`src/rtl/fetch_sequencer.sv`:
```
// ============================================================================
// fetch_sequencer
// ----------------------------------------------------------------------------
// Instruction-fetch controller. It commands an external program counter, issues
// instruction-memory reads at the current PC and buffers one fetched word. That
// word goes to decode over a valid/ready handshake. Jump redirects and a halt
// instruction are also handled here.
//
// Optional feature macro: FETCH_TIMEOUT_EN
//   defined   : a wait counter bounds each FETCH at TIMEOUT_CYCLES cycles
//               without mem_ack. On expiry, fetch_error pulses for one cycle,
//               mem_req drops for that cycle and the read is reissued at the
//               same PC.
//   undefined : no counter; fetch_error is constant 0; FETCH waits forever.
//
// Ports:
//   clock          in   rising-edge clock
//   reset          in   asynchronous, active-high reset
//   enable         in   fetching permitted when high
//   pc_value       in   current PC from the program counter [ADDR_W]
//   pc_opcode      out  PC command: 0 RESET, 1 PRESET, 2 INCR, 3 HALT
//   pc_load_value  out  preset value, meaningful when pc_opcode=PRESET
//   mem_req        out  read request (level)
//   mem_addr       out  read address (always the current PC)
//   mem_ack        in   read data valid, honoured only while mem_req=1
//   mem_rdata      in   read data [DATA_W]
//   instr_valid    out  buffered instruction available
//   instr_data     out  buffered instruction
//   instr_pc       out  address the buffered instruction was fetched from
//   instr_ready    in   decode accepts the instruction
//   redirect       in   single-cycle jump request
//   redirect_pc    in   jump target
//   halted         out  sequencer is in the HALTED state
//   fetch_error    out  fetch timeout pulse (0 without FETCH_TIMEOUT_EN)
//
// pc_opcode, pc_load_value, mem_req and fetch_error respond in the same cycle
// as mem_ack and redirect. They are therefore decoded combinationally from the
// registered state and these inputs. All other outputs come straight from
// flops.
// ============================================================================
module fetch_sequencer #(
    parameter int unsigned             ADDR_W         = 16,
    parameter int unsigned             DATA_W         = 16,
    parameter logic [DATA_W-1:0]       HALT_WORD      = 16'hFFFF,
    parameter int unsigned             TIMEOUT_CYCLES = 15
) (
    input  logic              clock,
    input  logic              reset,
    input  logic              enable,
    input  logic [ADDR_W-1:0] pc_value,
    output logic [1:0]        pc_opcode,
    output logic [ADDR_W-1:0] pc_load_value,
    output logic              mem_req,
    output logic [ADDR_W-1:0] mem_addr,
    input  logic              mem_ack,
    input  logic [DATA_W-1:0] mem_rdata,
    output logic              instr_valid,
    output logic [DATA_W-1:0] instr_data,
    output logic [ADDR_W-1:0] instr_pc,
    input  logic              instr_ready,
    input  logic              redirect,
    input  logic [ADDR_W-1:0] redirect_pc,
    output logic              halted,
    output logic              fetch_error
);

    // PC command encodings
    localparam logic [1:0] OP_RESET  = 2'd0;
    localparam logic [1:0] OP_PRESET = 2'd1;
    localparam logic [1:0] OP_INCR   = 2'd2;
    localparam logic [1:0] OP_HALT   = 2'd3;

    // FSM states
    localparam logic [2:0] ST_INIT    = 3'd0;
    localparam logic [2:0] ST_IDLE    = 3'd1;
    localparam logic [2:0] ST_FETCH   = 3'd2;
    localparam logic [2:0] ST_DELIVER = 3'd3;
    localparam logic [2:0] ST_HALTED  = 3'd4;

    logic [2:0]        state_q,       state_d;
    logic [DATA_W-1:0] instr_data_q,  instr_data_d;
    logic [ADDR_W-1:0] instr_pc_q,    instr_pc_d;
    logic              instr_valid_q, instr_valid_d;
    logic              halted_q,      halted_d;

    logic [1:0]        pc_opcode_s;
    logic [ADDR_W-1:0] pc_load_value_s;
    logic              mem_req_s;
    logic              redirect_take_s;
    logic              timeout_hit_s;

    // The PC must see exactly one RESET command, so a redirect in INIT is ignored.
    assign redirect_take_s = redirect && (state_q != ST_INIT);

`ifdef FETCH_TIMEOUT_EN
    localparam int unsigned       CNT_W       = $clog2(TIMEOUT_CYCLES + 1);
    localparam logic [CNT_W-1:0]  TIMEOUT_VAL = CNT_W'(TIMEOUT_CYCLES);

    logic [CNT_W-1:0] wait_cnt_q, wait_cnt_d;

    // The counter holds 0 outside FETCH. Because it only counts inside FETCH,
    // it is already cleared on every entry into FETCH.
    assign timeout_hit_s = (state_q == ST_FETCH) && (wait_cnt_q == TIMEOUT_VAL);

    // Wait counter next-state: count ack-less FETCH cycles; clear on expiry/redirect/exit
    always_comb begin
        wait_cnt_d = {CNT_W{1'b0}};
        if (!redirect_take_s && (state_q == ST_FETCH) && !timeout_hit_s && !mem_ack) begin
            wait_cnt_d = wait_cnt_q + {{(CNT_W-1){1'b0}}, 1'b1};
        end else begin
            wait_cnt_d = {CNT_W{1'b0}};
        end
    end

    // Wait counter register
    always_ff @(posedge clock or posedge reset) begin
        if (reset) begin
            wait_cnt_q <= {CNT_W{1'b0}};
        end else begin
            wait_cnt_q <= wait_cnt_d;
        end
    end

    // A redirect in the expiry cycle takes priority and suppresses the pulse.
    assign fetch_error = timeout_hit_s && !redirect_take_s;
`else
    // TIMEOUT_CYCLES stays in the parameter list so both builds share one
    // interface. Here it only feeds a term that is constant 0.
    assign timeout_hit_s = 1'b0 & (TIMEOUT_CYCLES > 0);
    assign fetch_error   = 1'b0;
`endif

    // FSM next-state, PC command, memory request and instruction buffer capture
    always_comb begin
        state_d         = state_q;
        instr_data_d    = instr_data_q;
        instr_pc_d      = instr_pc_q;
        pc_opcode_s     = OP_HALT;
        pc_load_value_s = {ADDR_W{1'b0}};
        mem_req_s       = 1'b0;

        if (redirect_take_s) begin
            // Redirect has top priority. Any same-cycle mem_ack is dropped
            // because mem_req is held low. Leaving DELIVER discards the buffer.
            pc_opcode_s     = OP_PRESET;
            pc_load_value_s = redirect_pc;
            state_d         = enable ? ST_FETCH : ST_IDLE;
        end else begin
            case (state_q)
                ST_INIT: begin
                    pc_opcode_s = OP_RESET;
                    state_d     = ST_IDLE;
                end
                ST_IDLE: begin
                    if (enable) begin
                        state_d = ST_FETCH;
                    end else begin
                        state_d = ST_IDLE;
                    end
                end
                ST_FETCH: begin
                    if (timeout_hit_s) begin
                        // Drop the request for one cycle, then retry at the same PC.
                        mem_req_s = 1'b0;
                        state_d   = ST_FETCH;
                    end else begin
                        mem_req_s = 1'b1;
                        // After enable falls, stay here until the ack arrives:
                        // memory must not see mem_req fall while unacknowledged.
                        if (mem_ack) begin
                            instr_data_d = mem_rdata;
                            instr_pc_d   = pc_value;
                            pc_opcode_s  = OP_INCR;
                            state_d      = ST_DELIVER;
                        end else begin
                            state_d = ST_FETCH;
                        end
                    end
                end
                ST_DELIVER: begin
                    if (instr_ready) begin
                        if (instr_data_q == HALT_WORD) begin
                            state_d = ST_HALTED;
                        end else if (enable) begin
                            state_d = ST_FETCH;
                        end else begin
                            state_d = ST_IDLE;
                        end
                    end else begin
                        state_d = ST_DELIVER;
                    end
                end
                ST_HALTED: begin
                    state_d = ST_HALTED;
                end
                default: begin
                    // An unreachable encoding restarts through INIT so the PC is reset.
                    pc_opcode_s = OP_RESET;
                    state_d     = ST_INIT;
                end
            endcase
        end

        // These two flags are registered decodes of the next state. They stay
        // glitch-free and match state_q in every cycle.
        instr_valid_d = (state_d == ST_DELIVER);
        halted_d      = (state_d == ST_HALTED);
    end

    // State and instruction buffer registers
    always_ff @(posedge clock or posedge reset) begin
        if (reset) begin
            state_q       <= ST_INIT;
            instr_data_q  <= {DATA_W{1'b0}};
            instr_pc_q    <= {ADDR_W{1'b0}};
            instr_valid_q <= 1'b0;
            halted_q      <= 1'b0;
        end else begin
            state_q       <= state_d;
            instr_data_q  <= instr_data_d;
            instr_pc_q    <= instr_pc_d;
            instr_valid_q <= instr_valid_d;
            halted_q      <= halted_d;
        end
    end

    assign pc_opcode     = pc_opcode_s;
    assign pc_load_value = pc_load_value_s;
    assign mem_req       = mem_req_s;
    assign mem_addr      = pc_value;
    assign instr_valid   = instr_valid_q;
    assign instr_data    = instr_data_q;
    assign instr_pc      = instr_pc_q;
    assign halted        = halted_q;

endmodule

```
`config.mk`:
```
export PLATFORM = sky130hd
export DESIGN_NAME = fetch_sequencer
export DESIGN_NICKNAME = d
export VERILOG_FILES = /design/src/rtl/fetch_sequencer.sv
export SDC_FILE = /design/constraint.sdc
export NUM_CORES = 1
export LEC_CHECK = 0
export CAP_MARGIN = 20
export CORE_ASPECT_RATIO = 0.75
export CORE_MARGIN = 1.5
export CORE_UTILIZATION = 23
export CTS_CLUSTER_DIAMETER = 200
export DETAILED_ROUTE_END_ITERATION = 6
export PLACE_DENSITY = 0.64
export SETUP_SLACK_MARGIN = 0.5
export SYNTH_ARGS = -nofsm -noshare
export SYNTH_HDL_FRONTEND = slang
export SYNTH_SLANG_ARGS = --single-unit
```
`constraint.sdc`:
```
create_clock -name clock -period 2.5 [get_ports clock]
set_input_delay 0.5 -clock clock [delete_from_list [all_inputs] [get_ports clock]]
set_output_delay 0.5 -clock clock [all_outputs]
set_load 0.02 [all_outputs]
```
==> reports/metrics.cfg <==
[grt]
grt_pass1_vias=1527
antenna_found_initial=0
overflow=0
grt_pass1_wl_um=7872
grt_start_max_net_pins=38
grtUsageTotal_pct=11.66

[clock_network]
clkSinkCount=37
clk_latency_ns=0.28
cts_max_level=2
ctsHoldBuffers=0
cts.path.max_buffers=2
clk_pin_slew_ns=0.07
cts_tree=built
cts-buffers-inserted=5
clockRootBuffer=clkbuf_8

[run]
drv_cap=0

[worst_hold_path]
hp-class=reg -> reg
min_path_cells=1
min_to=instr_pc[13]$_DFFE_PP0P_
hp-start=instr_pc[13]$_DFFE_PP0P_

[routing]
antenna_left=0
wl_per_cell_um=14.22
vias_per_cell=4.095
dr_total_vias=1552
wl_um=5389
drt_first_iter_violations=33
dr.pass1.iters=4
drcViolationCount=0

[yosys]
synth_edf_count=0
ys_top_cells_by_area=dfrtp_1 48%, mux2_4 23%, buf_4 6.6%
ys.warnings.count=0
syn-num-nets=204
yosysTopAreaCellShare_pct=47.87
syn_avg_cell_area_sq_um=12.90
yosysSeqAreaShare_pct=47.87
ys_ff_latch=37
synth_commonest_cells=37 x dfrtp_1, 30 x mux2_4, 17 x buf_4, 16 x and2_1, 9 x nor2_1
synth_top_cell_by_area=dfrtp_1
synth-async-reset-ratio_pct=100.0
synth.most_common_cell=dfrtp_1
synth_area_sq_um=1934
synth_cells=150
yosysUniqueCellTypes=29
synth-main-ff-cell=dfrtp_1

[layout]
final_cells=379
stdcell_area_sq_um=3363
antenna_cells=0
layout-drive-gt1-share_pct=34.31
fin_nets=327
nFillCells=775
finish.utilization_pct=41.92
area_growth_pct=73.87

[power]
p_per_area_nw_per_um2=1030
power.switching_mw=1.237
pwr-share-clk_pct=13.2
seqPwrFrac_pct=31.2
swShare_pct=35.70
power.combinational.fraction_pct=55.5
total_power_mw=3.466
p_int_mw=2.228
peakVddDrop_uv=507.1
power.leakage_nw=1.566

[worst_setup_path]
worstPathRequired_ns=2.00
cp_common_cell=buf_6
crit_type=reg -> out
r2r_slack_ns=0.66
critPathSlowestCell=dfrtp_2
r2r_end=instr_pc[3]$_DFFE_PP0P_
max_stage_delay_ns=0.45
arrival_ns=1.50
cp_num_buf_inv=2
path_delay_family=simple AND/OR/NAND/NOR gates
endpoint_kind=output port
r2r_cells=6
worstReg2RegStart=state_q[0]$_DFF_PP0_
path_max_fanout=8
crit_path_start_kind=flip-flop
cp_cell_sequence=nor3_4, nor2_4, buf_6, and2_1, buf_6

[timing]
finalCritPeriodShare_pct=79.91
rsz0062_at_grt=yes
hold_violations=0
max_freq_ghz=0.5006
finalCriticalPeriod_ns=1.998
setup_viol=0
finalMaxSlewViolations=0
fin_worst_skew_ns=0.003375
setup_ws_ns=0.5023

[floorplanning]
io_pins=124
core_sq_um=8023
start_util_pct=24.11
die_width_um=108.9
fp.dieH_um=82.42
row_count=28
floorplan.die_area_sq_um=8975

[placed_design]
io_buffers=122
place_area_sq_um=3157
dp_slack_ns=-0.06190
finalWeightedCongestion=0.7361
dpl.hpwl_um=3804
dp_cells=363

[run_status]
status=complete, no violations

-- state kept, by name (all words and copies together), names as in the netlist --
register and count:
instr_data 16, instr_pc 16, state_q 3, halted 1, instr_valid 1
-- layout by cell type, fill, tap and decap left out, types with 2 or more instances in the layout --
cell type and instances:
dlygate4sd2_1 17, and2_1 7, a21oi_1 5, nand2b_1 2, mux2_4 30, o21ai_0 3, and2_4 9, inv_1 2
nand3_1 4, dfrtp_2 3, dfrtp_1 34, or2_2 2, nor2_2 2, buf_4 13, nand4_1 2, clkdlybuf4s50_1 86
buf_6 19, clkbuf_8 7, mux2_2 2, nor2_1 7
-- worst max-delay path by stage --
stage	from	to	slack, ns	cells after the start
CTS	state_q[0]$_DFF_PP0_	pc_load_value[12]	0.50	5
detailed placement	redirect	pc_load_value[13]	-0.06	6
global placement	redirect	pc_load_value[13]	-0.05	6
finish	state_q[2]$_DFF_PP0_	pc_load_value[1]	0.50	5
global route	state_q[2]$_DFF_PP0_	pc_load_value[1]	0.45	5
floorplan	state_q[2]$_DFF_PP0_	pc_load_value[10]	0.69	4
-- power by group through the flow --
| stage | Clock, mW | Sequential, mW | Combinational (mW) |
|---|---|---|---|
| finish | 0.459 | 1.08 | 1.92 |
| CTS | 0.481 | 1.08 | 1.87 |
| global route | 0.513 | 1.12 | 2.03 |
| detailed placement | 0 | 1.09 | 1.82 |
| global placement | 0 | 1.08 | 1.81 |
| floorplan | 0 | 1.37 | 0.670 |
-- cell families after synthesis --
family | after synthesis | synth area share (%)
AND/OR/NAND/NOR | 43 | 12.68
flip-flops | 37 | 47.87
AO/OA/AOI/OAI | 12 | 3.752
other | 1 | 0.1939
buffers and inverters | 25 | 11.06
multiplexers | 32 | 24.45
-- metal layers --
metal  up-vias  track usage (%)  part of all wire [%]
met5         -                0                     0
met4         0            3.553                  0.69
met3         2            3.611                   6.1
met2        56            18.56                    49
met1       753            15.19                    45
li1        741                -                     -
-- what timing repair did --
item	4_1_cts	5_1_grt
gates resized for setup	112	37
setup buffers	5	1
gates cloned	2	0
pin swaps	2	12
setup endpoints to repair	35	18
-- metrics by stage --
step / setup TNS [ns] / hold WS, ns
floorplan: 0 / 0.5854
global placement: -0.6377 / 0.4919
detailed placement: -0.8296 / 0.4935
CTS: 0 / 0.5160
global route: 0 / 0.5302
finish: 0 / 0.5108
-- cell type report --
type                            count  area, sq um  area share [%]
Inverter                            3        11.26          0.3348
Multi-Input combinational cell     88        838.3           24.93
Clock inverter                      1        5.005          0.1488
Clock buffer                        7        96.34           2.865
Timing Repair Buffer              138         1351           40.18
Sequential cell                    37        929.6           27.64
Tap cell                          105        131.4           3.906
Note: power is estimated with default switching activity, not from simulation.
